==> config.mk <==
export PLATFORM = sky130hd
export DESIGN_NAME = write_back_regfile
export DESIGN_NICKNAME = d
export VERILOG_FILES = /design/src/rtl/write_back_regfile_pkg.sv /design/src/rtl/write_back_regfile_regfile_2r1w.sv /design/src/rtl/write_back_regfile.sv
export SDC_FILE = /design/constraint.sdc
export NUM_CORES = 1
export LEC_CHECK = 0
export CAP_MARGIN = 20
export CELL_PAD_IN_SITES_DETAIL_PLACEMENT = 1
export CELL_PAD_IN_SITES_GLOBAL_PLACEMENT = 1
export CORE_AREA = 10 10 268 270
export CTS_CLUSTER_SIZE = 8
export DETAILED_ROUTE_END_ITERATION = 10
export DIE_AREA = 0 0 278 280
export MAX_ROUTING_LAYER = met4
export PLACE_DENSITY = 0.89
export SETUP_SLACK_MARGIN = 0.2
export SYNTH_ARGS = -nofsm -noshare
export SYNTH_HDL_FRONTEND = slang
export SYNTH_SLANG_ARGS = --single-unit
export TNS_END_PERCENT = 20
==> constraint.sdc <==
create_clock -name clk -period 28.4 [get_ports clk]
set_clock_uncertainty 0.1 [all_clocks]
set_input_delay 2.84 -clock clk [delete_from_list [all_inputs] [get_ports clk]]
set_output_delay 2.84 -clock clk [all_outputs]
set_load 0.01 [all_outputs]
==> src/rtl/write_back_regfile_pkg.sv <==
// Shared write-back definitions for the decode/execute/MA/WB stages.
package write_back_regfile_pkg;

    localparam int XLEN  = 32;
    localparam int NREGS = 16;
    localparam int IDXW  = $clog2(NREGS);

    typedef logic [IDXW-1:0] reg_idx_t;
    typedef logic [XLEN-1:0] word_t;

    localparam reg_idx_t RA_IDX = reg_idx_t'(15);

    typedef enum logic [1:0] {
        WB_ALU = 2'd0,
        WB_LD  = 2'd1,
        WB_PC4 = 2'd2
    } wb_src_e;

    // Call beats load beats ALU.
    function automatic wb_src_e wb_sel(input logic iscall, input logic isld);
        if (iscall)    return WB_PC4;
        else if (isld) return WB_LD;
        else           return WB_ALU;
    endfunction

endpackage

==> src/rtl/write_back_regfile_regfile_2r1w.sv <==
// Architectural register storage: two async read ports, one sync write port.
// WB_READ_BYPASS_EN selects write-first reads; otherwise reads see stored state only.
module regfile_2r1w #(
    parameter int DEPTH = 16,
    parameter int WIDTH = 32,
    parameter int AW    = $clog2(DEPTH)
) (
    input  logic             clk,
    input  logic             rst,
    input  logic             we,
    input  logic [AW-1:0]    waddr,
    input  logic [WIDTH-1:0] wdata,
    input  logic [AW-1:0]    raddr1,
    input  logic [AW-1:0]    raddr2,
    output logic [WIDTH-1:0] rdata1,
    output logic [WIDTH-1:0] rdata2
);

    logic [WIDTH-1:0] mem [DEPTH];

    always_ff @(posedge clk or posedge rst) begin
        if (rst) begin
            for (int i = 0; i < DEPTH; i++) mem[i] <= '0;
        end else if (we) begin
            mem[waddr] <= wdata;
        end
    end

`ifdef WB_READ_BYPASS_EN
    // Write-first: decode sees the value being committed this cycle.
    assign rdata1 = (we && (raddr1 == waddr)) ? wdata : mem[raddr1];
    assign rdata2 = (we && (raddr2 == waddr)) ? wdata : mem[raddr2];
`else
    assign rdata1 = mem[raddr1];
    assign rdata2 = mem[raddr2];
`endif

endmodule

==> src/rtl/write_back_regfile.sv <==
// Write-back stage: result select, register commit, forwarding record, retire count.
// Optional macro WB_READ_BYPASS_EN enables same-cycle write-first reads in the regfile.
module write_back_regfile
    import write_back_regfile_pkg::*;
(
    input  logic     clk,
    input  logic     rst,
    input  logic     wb_valid,
    input  logic     iswb,
    input  logic     isld,
    input  logic     iscall,
    input  reg_idx_t rd,
    input  word_t    pc_current,
    input  word_t    aluresult,
    input  word_t    ldresult,
    input  reg_idx_t rs1_addr,
    input  reg_idx_t rs2_addr,
    output word_t    rs1_data,
    output word_t    rs2_data,
    output logic     fwd_valid,
    output reg_idx_t fwd_rd,
    output word_t    fwd_data,
    output word_t    retired
);

    wb_src_e  src;
    word_t    wdata;
    reg_idx_t wdest;
    logic     we;

    assign src = wb_sel(iscall, isld);

    always_comb begin
        wdata = aluresult;
        case (src)
            WB_PC4:  wdata = pc_current + word_t'(4);
            WB_LD:   wdata = ldresult;
            default: wdata = aluresult;
        endcase
    end

    // A call always links, even when iswb is clear.
    assign wdest = iscall ? RA_IDX : rd;
    assign we    = wb_valid & (iswb | iscall);

    regfile_2r1w #(
        .DEPTH (NREGS),
        .WIDTH (XLEN)
    ) u_rf (
        .clk    (clk),
        .rst    (rst),
        .we     (we),
        .waddr  (wdest),
        .wdata  (wdata),
        .raddr1 (rs1_addr),
        .raddr2 (rs2_addr),
        .rdata1 (rs1_data),
        .rdata2 (rs2_data)
    );

    // Address/data only move on a real commit so consumers can ignore them when invalid.
    always_ff @(posedge clk or posedge rst) begin
        if (rst) begin
            fwd_valid <= 1'b0;
            fwd_rd    <= '0;
            fwd_data  <= '0;
        end else begin
            fwd_valid <= we;
            if (we) begin
                fwd_rd   <= wdest;
                fwd_data <= wdata;
            end
        end
    end

    always_ff @(posedge clk or posedge rst) begin
        if (rst)           retired <= '0;
        else if (wb_valid) retired <= retired + word_t'(1);
    end

endmodule
## Yosys cells after proc, flatten, opt, wreduce, memory -nomap -nowiden

Index checks and enable logic that the tools add are counted.

- Input port bits: 114
- Bits in registers: 581
- Output and inout bits: 133

- Reductions and logical operators: 1
- Bitwise logic cells: 5
- $lt $le $gt $ge: 4
- Multiplexer cells: 13
- Add/subtract/negate cells: 2
- Eq/ne operators: 2

Operator list:

| cell | number |
|---|---|
| $bwmux 512 | 1 |
| $bmux 32 s4 | 2 |
| $mux 32 | 5 |
| $demux 32 s4 | 1 |
| $pmux 32 s2 | 1 |
| $add 32x1->32 const B | 1 |
| $add 32x3->32 const B | 1 |
| $ge 5x5->1 const B | 3 |
| $not 4->5 | 3 |
| $lt 5x1->1 const B | 1 |
| $mux 4 | 1 |
| $eq 2x1->1 const B | 1 |
| $eq 2x2->1 const B | 1 |
| $mux 2 | 1 |
| $and 1x1->1 | 1 |
| $logic_and 1x1->1 | 1 |
| $mux 1 | 1 |
| $or 1x1->1 | 1 |

## Logic depth before layout (Yosys ltp)

Gate-level depths: netlist of the first run.

- Depth in word-level cells: 7
- Gate-level depth with buffers: 9

## Hierarchy

Synthesis of the first run repeated with hierarchy kept, for this count alone.

- Cells, all modules: 2121
- Area total of the unflattened synthesis: 30684.4 µm²

Modules (own cells, without submodules):

| module | cells each | area each (µm²) | instances | seq. area each (µm²) |
|---|---|---|---|---|
| regfile_2r1w | 1677 | 26506.7 | 1 | 12812.3 |
| write_back_regfile | 444 | 4177.8 | 1 | 1726.7 |

## Worst setup path before layout of the first run

No wires, ideal clock.

- Path type: input-to-output
- Start: input port rs1_addr[0]
- End: output port rs1_data[11]
- Slack: 20.751 ns
- Required time: 25.460 ns
- Stages on the path: 4
- Arrival time: 4.709 ns
- Path buffers: 2
- Cell sequence: buf_2 > buf_1 > mux4_2 > mux4_2

- Cells in the longest elaborated chain, start to end: 4

Ends and longest elaborated chain:

| item | line | RTL |
|---|---|---|
| start, declared | write_back_regfile.sv:16 | `input reg_idx_t rs1_addr,` |
| $not 4->5 (implied by the code) | write_back_regfile_regfile_2r1w.sv:34 | `assign rdata1 = mem[raddr1];` |
| $bmux 32 s4 | write_back_regfile_regfile_2r1w.sv:34 |  |
| $mux 32 (implied by the code) (2 in a row) | write_back_regfile_regfile_2r1w.sv:34 |  |
| end, declared | write_back_regfile.sv:18 | `output word_t rs1_data,` |

Every way passes these cells. The select of a mux whose other input is x is not followed.

## Worst setup path after layout of the first run

- Start: input port rs1_addr[0]
- End: output port rs1_data[19]

The elaborated chain is that of the path after synthesis.

==> results of run 1 <==
[routing by layer]
metal  wire length (um)  global-route usage [%]  vias to the layer above
li1                   -                       -                     9604
met1              41060                   33.51                    12930
met2              56900                   47.97                     1590
met3              10510                   6.965                      426
met4               5695                   17.26                        0
met5                  0                       -                        -
[stage by stage]
step	hold WS, ns	cells	cell area, um^2
after floorplan	0.3602	2548	29690
after detailed placement	0.3647	3480	32790
after global placement	0.3591	3479	32780
final	0.3757	3593	35170
after global routing	0.4024	3591	35170
after CTS	0.3747	3570	34990
[power breakdown]
part	switching, W	total [W]	internal (W)
Combinational	0.000273	0.000564	0.000290
Sequential	0.000146	0.00112	0.000977
Clock	0.000364	0.000899	0.000536
Total	0.000783	0.00259	0.00180
[state kept, by name, indices dropped and copies added, names as in the netlist]
| name | count |
|---|---|
| fwd_data | 32 |
| fwd_rd | 4 |
| fwd_valid | 1 |
| retired | 32 |
| u_rf.mem | 512 |
[worst max-delay path, delay by kind of cell]
kind	cells	cell delay [ns]
multiplexers	2	1.18
buffers and inverters	4	2.72
[Yosys cell counts (2+ instances only)]
cell	n	area, um^2
sky130_fd_sc_hd__mux2_2	16	180.2
sky130_fd_sc_hd__and4_1	2	17.52
sky130_fd_sc_hd__xor2_1	13	113.9
sky130_fd_sc_hd__buf_1	25	93.84
sky130_fd_sc_hd__or3_1	8	50.05
sky130_fd_sc_hd__or4_1	3	22.52
sky130_fd_sc_hd__a21o_1	2	15.01
sky130_fd_sc_hd__dfrtp_1	581	14540
sky130_fd_sc_hd__nand3_1	26	130.1
sky130_fd_sc_hd__a211oi_1	15	112.6
sky130_fd_sc_hd__nor4_2	2	25.02
sky130_fd_sc_hd__buf_2	17	85.08
sky130_fd_sc_hd__xnor2_1	33	289.0
sky130_fd_sc_hd__nor4_1	8	50.05
sky130_fd_sc_hd__nand4_1	18	112.6
sky130_fd_sc_hd__a31o_2	3	26.28
sky130_fd_sc_hd__o31a_1	2	17.52
sky130_fd_sc_hd__and3_1	5	31.28
sky130_fd_sc_hd__mux4_2	320	7207
sky130_fd_sc_hd__a311oi_1	2	17.52
sky130_fd_sc_hd__o21ai_0	507	2537
sky130_fd_sc_hd__clkbuf_1	185	694.4
sky130_fd_sc_hd__or2_2	6	37.54
sky130_fd_sc_hd__a31oi_1	3	18.77
sky130_fd_sc_hd__nor2b_1	15	93.84
sky130_fd_sc_hd__and2_1	5	31.28
sky130_fd_sc_hd__a21oi_1	16	80.08
sky130_fd_sc_hd__mux2i_1	19	190.2
sky130_fd_sc_hd__o21ai_1	10	50.05
sky130_fd_sc_hd__ha_1	2	25.02
sky130_fd_sc_hd__nand2_1	572	2147
sky130_fd_sc_hd__a22o_1	4	35.03
sky130_fd_sc_hd__o31ai_1	8	60.06
sky130_fd_sc_hd__nor3_1	15	75.07
sky130_fd_sc_hd__nor2_1	37	138.9
sky130_fd_sc_hd__o211ai_1	4	30.03
sky130_fd_sc_hd__o21ai_2	8	70.07
sky130_fd_sc_hd__inv_1	14	52.55
sky130_fd_sc_hd__o311ai_0	3	26.28
[cell type report]
type | instances | area, um^2
Timing Repair Buffer | 300 | 2915
Multi-Input combinational cell | 1724 | 14340
Fill cell | 6794 | 31390
Sequential cell | 581 | 14540
Clock inverter | 1 | 8.758
Inverter | 15 | 63.81
Antenna cell | 10 | 25.02
Tap cell | 873 | 1092
Clock buffer | 89 | 2195
[logic make-up (layout without fill, tap and decap cells)]
family | after synthesis | count (layout)
XOR/XNOR | 46 | 46
other | 0 | 10
flip-flops | 581 | 581
buffers and inverters | 243 | 405
multiplexers | 355 | 355
adder cells (fa/ha/maj) | 2 | 2
AND/OR/NAND/NOR | 727 | 727
AO/OA/AOI/OAI | 594 | 594
[how the worst max path moves through the flow]
stage,slack (ns),depth (start not counted),from,end
floorplan,9.20,1,rst,fwd_data[0]
global placement,18.65,6,rs1_addr[0],rs1_data[13]
detailed placement,18.52,6,rs1_addr[0],rs1_data[22]
CTS,18.51,6,rs1_addr[0],rs1_data[22]
global route,18.31,6,rs1_addr[0],rs1_data[19]
finish,18.60,6,rs1_addr[0],rs1_data[19]
==> flow_metrics.env, run 1 <==
export IMPL_reg2reg_setup_slack_ns=26.06
export IMPL_fin_util_pct=52.84
export IMPL_clk_latency_ns=0.63
export IMPL_ys_ff_latch=581
export IMPL_detail_route_iter0_violations=2396
export IMPL_synth_cell_types=53
export IMPL_timing_critical_path_cells="clkbuf_8, buf_4, buf_4, mux4_2, mux4_2, clkdlybuf4s50_1"
export IMPL_maxSlewHeadroom_pct=26.56
export IMPL_max_vdd_ir_drop_mv=0.03758
export IMPL_synth_seq_area_share_pct=48.97
export IMPL_ctsResizeCount=0
export IMPL_synth_simple_area_share_pct=10.17
export IMPL_final_common_cell="sky130_fd_sc_hd__dfrtp_1"
export IMPL_grt_ovfl_total=0
export IMPL_core_rowCount=95
export IMPL_p_per_area_mw_per_mm2=73.53
export IMPL_endpoint_kind="output port"
export IMPL_weighted_congestion_at_the_end_of_routability_driven_global_placement=0.8301
export IMPL_initial_core_utilization_pct=44.60
export IMPL_critPathArrivalTime_ns=6.86
export IMPL_nNetsFinal=2820
export IMPL_worstHoldPathType="reg -> reg"
export IMPL_cts_sink_count=581
export IMPL_worst_hold_endpoint="retired[31]"
export IMPL_timing_critical_path_from_type="input port"
export IMPL_via_density_per_instance=6.833
export IMPL_cts_tree="built"
export IMPL_synth_cell_area_mm2=0.02969
export IMPL_postSynthCellCount=2548
export IMPL_yosys_warnings=0
export IMPL_boundaryPins=247
export IMPL_synth_async_sr_flop_share_pct=100.0
export IMPL_track_usage_pct=29.65
export IMPL_cts_buffers_inserted=82
export IMPL_numPortBuffers=246
export IMPL_timing_final_ws_setup_ns=18.60
export IMPL_synthXorXnorAreaFrac_pct=1.357
export IMPL_grt_first_pass_wirelength_um=171800
export IMPL_final_max_slew_violation_count=0
export IMPL_hold_path_cell_count=1
export IMPL_rr_startpoint="retired[12]"
export IMPL_timing_hold_worst_start="retired[31]"
export IMPL_share_of_layout_cells_above_drive_strength_1_pct=19.59
export IMPL_worst_setup_hold_path_clk_slew_ns=0.05
export IMPL_outcome="finished clean"
export IMPL_report_final_hold_viol_count=0
export IMPL_r2r_cells=5
export IMPL_synth_compound_gate_area_share_pct=10.73
export IMPL_fin_total_pwr_w=0.002586
export IMPL_die_w_um=278
export IMPL_root_buffer="sky130_fd_sc_hd__clkbuf_16"
export IMPL_wirelength_um=114200
export IMPL_clk_path_buf_depth=3
export IMPL_worstPathMaxFanout=47
export IMPL_synth_mux_area_share_pct=25.52
export IMPL_critical_path_max_stage_delay_ns=0.92
export IMPL_worst_tran_pin_value_ns=1.071
export IMPL_avgRoutedWirePerCell_um=31.77
export IMPL_rr_endpoint="retired[31]"
export IMPL_cts_hold_fix_buffers=0
export IMPL_timing_final_crit_share_pct=34.49
export IMPL_core_region_area_mm2=0.06656
export IMPL_hpwlAfterDp_um=67360
export IMPL_syn_to_final_growth_pct=18.48
export IMPL_grt_max_degree=183
export IMPL_maxCapViolCount=0
export IMPL_first_global_vias=27320
export IMPL_area_of_the_die_mm2=0.07784
export IMPL_max_freq_ghz=0.1021
export IMPL_most_common_layout_cells="581 x sky130_fd_sc_hd__dfrtp_1, 561 x sky130_fd_sc_hd__nand2_1, 507 x sky130_fd_sc_hd__o21ai_0"
export IMPL_drc_errors=0
export IMPL_cts_htree_levels=3
export IMPL_drt_pre_antenna_iters=5
export IMPL_power_leakage_nw=14.82
export IMPL_setup_viol_count_final=0
export IMPL_antenna_violations_before_repair=8
export IMPL_crit_path_top_delay_cell="sky130_fd_sc_hd__buf_4"
export IMPL_syn_nets=2664
export IMPL_number_of_flops_mapped_to_enable_cells_by_yosys=0
export IMPL_final_setup_tns_ns=0
export IMPL_routed_via_count=24550
export IMPL_fp_dieH_um=280
export IMPL_dominantRegCellSynth="sky130_fd_sc_hd__dfrtp_1"
export IMPL_worstPathRequired_ns=25.46
export IMPL_layout_min_cycle_time_ns=9.795
export IMPL_avgSynthCellArea_um2=11.65
export IMPL_antenna_left=0
export IMPL_dp_slack_ns=18.52
export IMPL_setup_worst_path_class="in -> out"
export IMPL_rsz0062_at_grt="no"
export IMPL_postCtsSetupRepairBufs=0
export IMPL_synth_adder_area_share_pct=0.08429
export IMPL_largest_family_of_logic_cells_by_synthesized_area="multiplexers"
(Power assumes the default switching activity.)
==> inputs of run 2 (changes only) <==
CORE_AREA = 10 10 274 276   (was 10 10 268 270)
DIE_AREA = 0 0 284 286   (was 0 0 278 280)
clock period = 7.9 ns   (was 28.4 ns; I/O delays follow)
==> run 2 against run 1 <==
- sequential power grew to 3.6 times the previous value
- cell count is 2.1% higher
- flip-flop and latch count stayed put
- largest cell class unchanged
- critical path type unchanged
- design area is 0.41% higher
==> flow_metrics.env, run 2 (synthesized netlist as in run 1, its figures left out) <==
export IMPL_worst_setup_hold_path_clk_slew_ns=0.05
export IMPL_power_leakage_nw=14.77
export IMPL_registers_top_by_ff_count="u_rf.mem"
export IMPL_cts_hold_fix_buffers=0
export IMPL_grt_max_degree=200
export IMPL_max_vdd_ir_drop_mv=0.1478
export IMPL_max_freq_ghz=0.2097
export IMPL_grt_first_pass_wirelength_um=177400
export IMPL_core_region_area_mm2=0.06954
export IMPL_report_final_hold_viol_count=0
export IMPL_clock_power_share_pct=34.9
export IMPL_cts_tree="built"
export IMPL_setup_worst_path_class="in -> out"
export IMPL_root_buffer="sky130_fd_sc_hd__clkbuf_16"
export IMPL_track_usage_pct=29.50
export IMPL_fp_dieH_um=286
export IMPL_most_common_layout_cells="581 x sky130_fd_sc_hd__dfrtp_1, 561 x sky130_fd_sc_hd__nand2_1, 507 x sky130_fd_sc_hd__o21ai_0"
export IMPL_timing_final_crit_share_pct=60.37
export IMPL_final_setup_tns_ns=0
export IMPL_detail_route_iter0_violations=3294
export IMPL_endpoint_kind="output port"
export IMPL_numPortBuffers=246
export IMPL_combPwrFrac_pct=21.8
export IMPL_grt_ovfl_total=0
export IMPL_nNetsFinal=2825
export IMPL_worstPathMaxFanout=68
export IMPL_clk_path_buf_depth=3
export IMPL_power_switching_share_pct=31.73
export IMPL_layout_cells_non_filler=3669
export IMPL_power_internal_w=0.006415
export IMPL_initial_core_utilization_pct=42.69
export IMPL_maxSlewHeadroom_pct=16.87
export IMPL_final_common_cell="sky130_fd_sc_hd__dfrtp_1"
export IMPL_weighted_congestion_at_the_end_of_routability_driven_global_placement=0.8323
export IMPL_clk_latency_ns=0.66
export IMPL_cts_sink_count=581
export IMPL_maxCapViolCount=0
export IMPL_wirelength_um=118600
export IMPL_share_of_layout_cells_above_drive_strength_1_pct=19.84
export IMPL_hpwlAfterDp_um=68600
export IMPL_postCtsSetupRepairBufs=0
export IMPL_core_rowCount=97
export IMPL_area_of_the_die_mm2=0.08122
export IMPL_timing_critical_path_from_type="input port"
export IMPL_syn_to_final_growth_pct=18.97
export IMPL_sequentialPowerShare_pct=43.3
export IMPL_layout_min_cycle_time_ns=4.770
export IMPL_via_density_per_instance=6.839
export IMPL_antenna_violations_before_repair=9
export IMPL_routed_via_count=25090
export IMPL_worstPathRequired_ns=7.01
export IMPL_drt_pre_antenna_iters=5
export IMPL_inst_count_dp=3553
export IMPL_ctsResizeCount=0
export IMPL_max_ffs_per_register=512
export IMPL_final_max_slew_violation_count=0
export IMPL_power_switching_w=0.002982
export IMPL_boundaryPins=247
export IMPL_worstHoldPathType="in -> async"
export IMPL_die_w_um=284
export IMPL_drc_errors=0
export IMPL_p_per_area_mw_per_mm2=266.1
export IMPL_cts_buffers_inserted=82
export IMPL_first_global_vias=27820
export IMPL_avgRoutedWirePerCell_um=32.33
export IMPL_setup_viol_count_final=0
export IMPL_outcome="finished clean"
export IMPL_critPathArrivalTime_ns=3.88
export IMPL_worst_tran_pin_value_ns=1.247
export IMPL_cts_htree_levels=3
export IMPL_antenna_left=0
export IMPL_rsz0062_at_grt="no"
export IMPL_largestRegisters="u_rf.mem (512), fwd_data (32), retired (32)"
==> run 2: cell count changes in the layout (fill, tap and decap cells not counted), sizes merged <==
cell      change
buf           +4
clkbuf        -3
clkinv        +4
clkinvlp      +1
diode         +2
inv           +1
==> run 2: through the flow <==
stage          total power, W  cell area [um^2]  utilization [%]  hold slack [ns]  worst slack (ns)
6_report             0.009398             35320            50.79           0.2853             3.130
5_1_grt              0.009702             35320            50.78           0.2917             2.960
4_1_cts              0.009327             35180            50.59           0.3756             3.158
3_5_place_dp         0.005993             32950            47.38           0.3688             3.187
3_3_place_gp         0.005742             32940            47.37           0.3637             3.257
2_1_floorplan        0.005076             29690                -           0.3602           -0.9075
==> run 2: final cells by class <==
| cell class | instances | area (um^2) |
|---|---|---|
| fillers | 7135 | 34220 |
| flip-flops and latches | 581 | 14540 |
| multi-input cells | 1724 | 14320 |
| repair buffers | 305 | 2965 |
| clock buffers | 85 | 2063 |
| well taps | 940 | 1176 |
| clock inverters | 7 | 166.4 |
| inverters | 15 | 60.06 |
| diodes | 12 | 30.03 |
==> run 2: worst max-delay path, stage by stage <==
cell	delay, ns
sky130_fd_sc_hd__clkbuf_8	0.70
sky130_fd_sc_hd__buf_12	0.52
sky130_fd_sc_hd__mux4_2	0.60
sky130_fd_sc_hd__mux4_2	0.59
sky130_fd_sc_hd__clkdlybuf4s50_1	0.53
==> run 2: worst paths after layout <==
| path | startpoint | endpoint | slack (ns) | cells past startpoint |
|---|---|---|---|---|
| hold reg to reg | retired[31] | retired[31] | 0.36 | 1 |
| setup reg to reg | retired[2] | retired[31] | 5.47 | 5 |
| setup / recovery | rs1_addr[0] | rs1_data[10] | 3.13 | 5 |
| max in group asynchronous | rst | u_rf.mem[295] | 5.49 | 5 |
| min in group clk | retired[31] | retired[31] | 0.36 | 1 |
| hold / removal | rst | u_rf.mem[470] | 0.29 | 2 |
==> run 2: per-layer routing <==
layer	global-route usage, %	share of wire (%)	vias to the layer above
met4	18.47	6.2	0
met3	8.134	10	528
met1	33.50	35	13050
met5	-	0	-
met2	46.13	48	1916
li1	-	-	9596
==> run 2: power groups by stage <==
| stage | combinational, W | sequential, W | clock (W) |
|---|---|---|---|
| after floorplan | 0.00123 | 0.00385 | 0 |
| after global placement | 0.00182 | 0.00392 | 0 |
| after detailed placement | 0.00196 | 0.00403 | 0 |
| after CTS | 0.00203 | 0.00402 | 0.00328 |
| after global routing | 0.00219 | 0.00410 | 0.00342 |
| final | 0.00205 | 0.00407 | 0.00328 |
==> inputs of run 3 (changes only) <==
CORE_AREA = 10 10 268 270   (was 10 10 274 276)
DIE_AREA = 0 0 278 280   (was 0 0 284 286)
clock period = 4.9 ns   (was 7.9 ns; I/O delays follow)
==> run 3 against run 2 <==
- sequential share of layout area is 0.20 points lower
- via count is 3.1% higher
- critical endpoint is now rs1_data[22]
- sequential power is 62% higher
- critical path depth stayed put
- die area is 4.2% lower
- cell count is 1.1% lower
- critical path type unchanged
==> flow_metrics.env, run 3 (synthesized netlist as in run 1, its figures left out) <==
export IMPL_maxCapViolCount=0
export IMPL_numPortBuffers=246
export IMPL_boundaryPins=247
export IMPL_area_of_the_die_mm2=0.07784
export IMPL_cts_buffers_inserted=82
export IMPL_initial_core_utilization_pct=44.60
export IMPL_max_ffs_per_register=512
export IMPL_fp_dieH_um=280
export IMPL_inst_count_dp=3513
export IMPL_drt_pre_antenna_iters=6
export IMPL_report_final_hold_viol_count=0
export IMPL_maxSlewHeadroom_pct=19.52
export IMPL_power_leakage_nw=14.87
export IMPL_setup_viol_count_final=0
export IMPL_worstPathRequired_ns=4.31
export IMPL_worstHoldPathType="in -> reg"
export IMPL_postCtsSetupRepairBufs=0
export IMPL_core_rowCount=95
export IMPL_wirelength_um=125000
export IMPL_largestRegisters="u_rf.mem (512), fwd_data (32), retired (32)"
export IMPL_track_usage_pct=32.59
export IMPL_worst_tran_pin_value_ns=1.196
export IMPL_placement_cell_area_mm2=0.03321
export IMPL_timing_final_crit_share_pct=74.65
export IMPL_worst_setup_hold_path_clk_slew_ns=0.05
export IMPL_ctsResizeCount=0
export IMPL_drc_errors=0
export IMPL_nNetsFinal=2849
export IMPL_via_density_per_instance=7.136
export IMPL_max_freq_ghz=0.2734
export IMPL_grt_first_pass_wirelength_um=187000
export IMPL_root_buffer="sky130_fd_sc_hd__clkbuf_16"
export IMPL_post_route_cell_area_mm2=0.03549
export IMPL_endpoint_kind="output port"
export IMPL_rsz0062_at_grt="no"
export IMPL_core_region_area_mm2=0.06656
export IMPL_cts_htree_levels=3
export IMPL_final_max_slew_violation_count=0
export IMPL_clk_latency_ns=0.65
export IMPL_syn_to_final_growth_pct=19.54
export IMPL_weighted_congestion_at_the_end_of_routability_driven_global_placement=0.8639
export IMPL_timing_critical_path_from_type="input port"
export IMPL_final_hold_worst_slack_ns=0.2542
export IMPL_die_w_um=278
export IMPL_worstPathMaxFanout=48
export IMPL_critPathArrivalTime_ns=3.07
export IMPL_max_vdd_ir_drop_mv=0.2536
export IMPL_routed_via_count=25880
export IMPL_layout_cells_non_filler=3627
export IMPL_final_common_cell="sky130_fd_sc_hd__dfrtp_1"
export IMPL_share_of_layout_cells_above_drive_strength_1_pct=20.44
export IMPL_avgRoutedWirePerCell_um=34.46
export IMPL_hpwlAfterDp_um=73010
export IMPL_cts_sink_count=581
export IMPL_clk_path_buf_depth=3
export IMPL_registers_top_by_ff_count="u_rf.mem"
export IMPL_cts_tree="built"
export IMPL_antenna_violations_before_repair=12
export IMPL_cts_hold_fix_buffers=0
export IMPL_detail_route_iter0_violations=3362
export IMPL_layout_min_cycle_time_ns=3.658
export IMPL_grt_max_degree=148
export IMPL_setup_worst_path_class="in -> out"
export IMPL_outcome="finished clean"
export IMPL_grt_ovfl_total=0
export IMPL_first_global_vias=28920
export IMPL_p_per_area_mw_per_mm2=428.8
export IMPL_most_common_layout_cells="581 x sky130_fd_sc_hd__dfrtp_1, 561 x sky130_fd_sc_hd__nand2_1, 507 x sky130_fd_sc_hd__o21ai_0"
export IMPL_antenna_left=0
[run 3: cell types whose count changed in the layout (fill, tap and decap cells not counted), sizes merged]
cell	delta
clkinv	-3
clkbuf	+1
inv	+1
buf	+24
diode	+2
[run 3: cell type report]
type / instances / area [um^2]
fill: 6701 / 31080
timing repair buffer: 329 / 3308
clock buffer: 86 / 2120
sequential: 581 / 14540
tap: 873 / 1092
antenna: 14 / 35.03
clock inverter: 5 / 62.56
inverter: 15 / 60.06
multi-input combinational: 1724 / 14270
[run 3: final timing paths]
check | start | endpoint | slack [ns] | cells after the start
hold reg to reg | retired[31] | retired[31] | 0.37 | 1
setup / recovery | rs1_addr[0] | rs1_data[22] | 1.24 | 5
min in group asynchronous | rst | u_rf.mem[446] | 0.27 | 2
hold / removal | iscall | fwd_rd[0] | 0.25 | 3
setup reg to reg | retired[12] | retired[31] | 2.54 | 5
max in group asynchronous | rst | u_rf.mem[128] | 3.12 | 3
[run 3: through the flow]
| stage | power (W) | TNS [ns] | utilization (%) | worst slack, ns |
|---|---|---|---|---|
| after floorplan | 0.008184 | -2095.94 | - | -3.607 |
| after global placement | 0.009262 | 0 | 49.87 | 1.304 |
| after detailed placement | 0.009692 | 0 | 49.89 | 1.272 |
| after CTS | 0.01506 | 0 | 53.16 | 1.258 |
| after global routing | 0.01567 | 0 | 53.31 | 1.147 |
| final | 0.01522 | 0 | 53.31 | 1.242 |
[run 3: worst max-delay path, stage by stage]
cell                              delay (ns)
sky130_fd_sc_hd__clkbuf_8               0.37
sky130_fd_sc_hd__buf_12                 0.41
sky130_fd_sc_hd__mux4_2                 0.61
sky130_fd_sc_hd__mux4_2                 0.54
sky130_fd_sc_hd__clkdlybuf4s50_1        0.54
[run 3: report_power, final]
part	internal, W	switching, W	leakage, nW
combinational	0.00170	0.00171	6.28
sequential	0.00566	0.000915	7.52
clock	0.00303	0.00220	1.07
total	0.0104	0.00482	14.9
[run 3: metal layers]
layer  track usage (%)  share of wire, %
met1             35.36                33
met3             10.56                12
met2             49.95                47
met4             24.01               7.8
met5                 -                 0
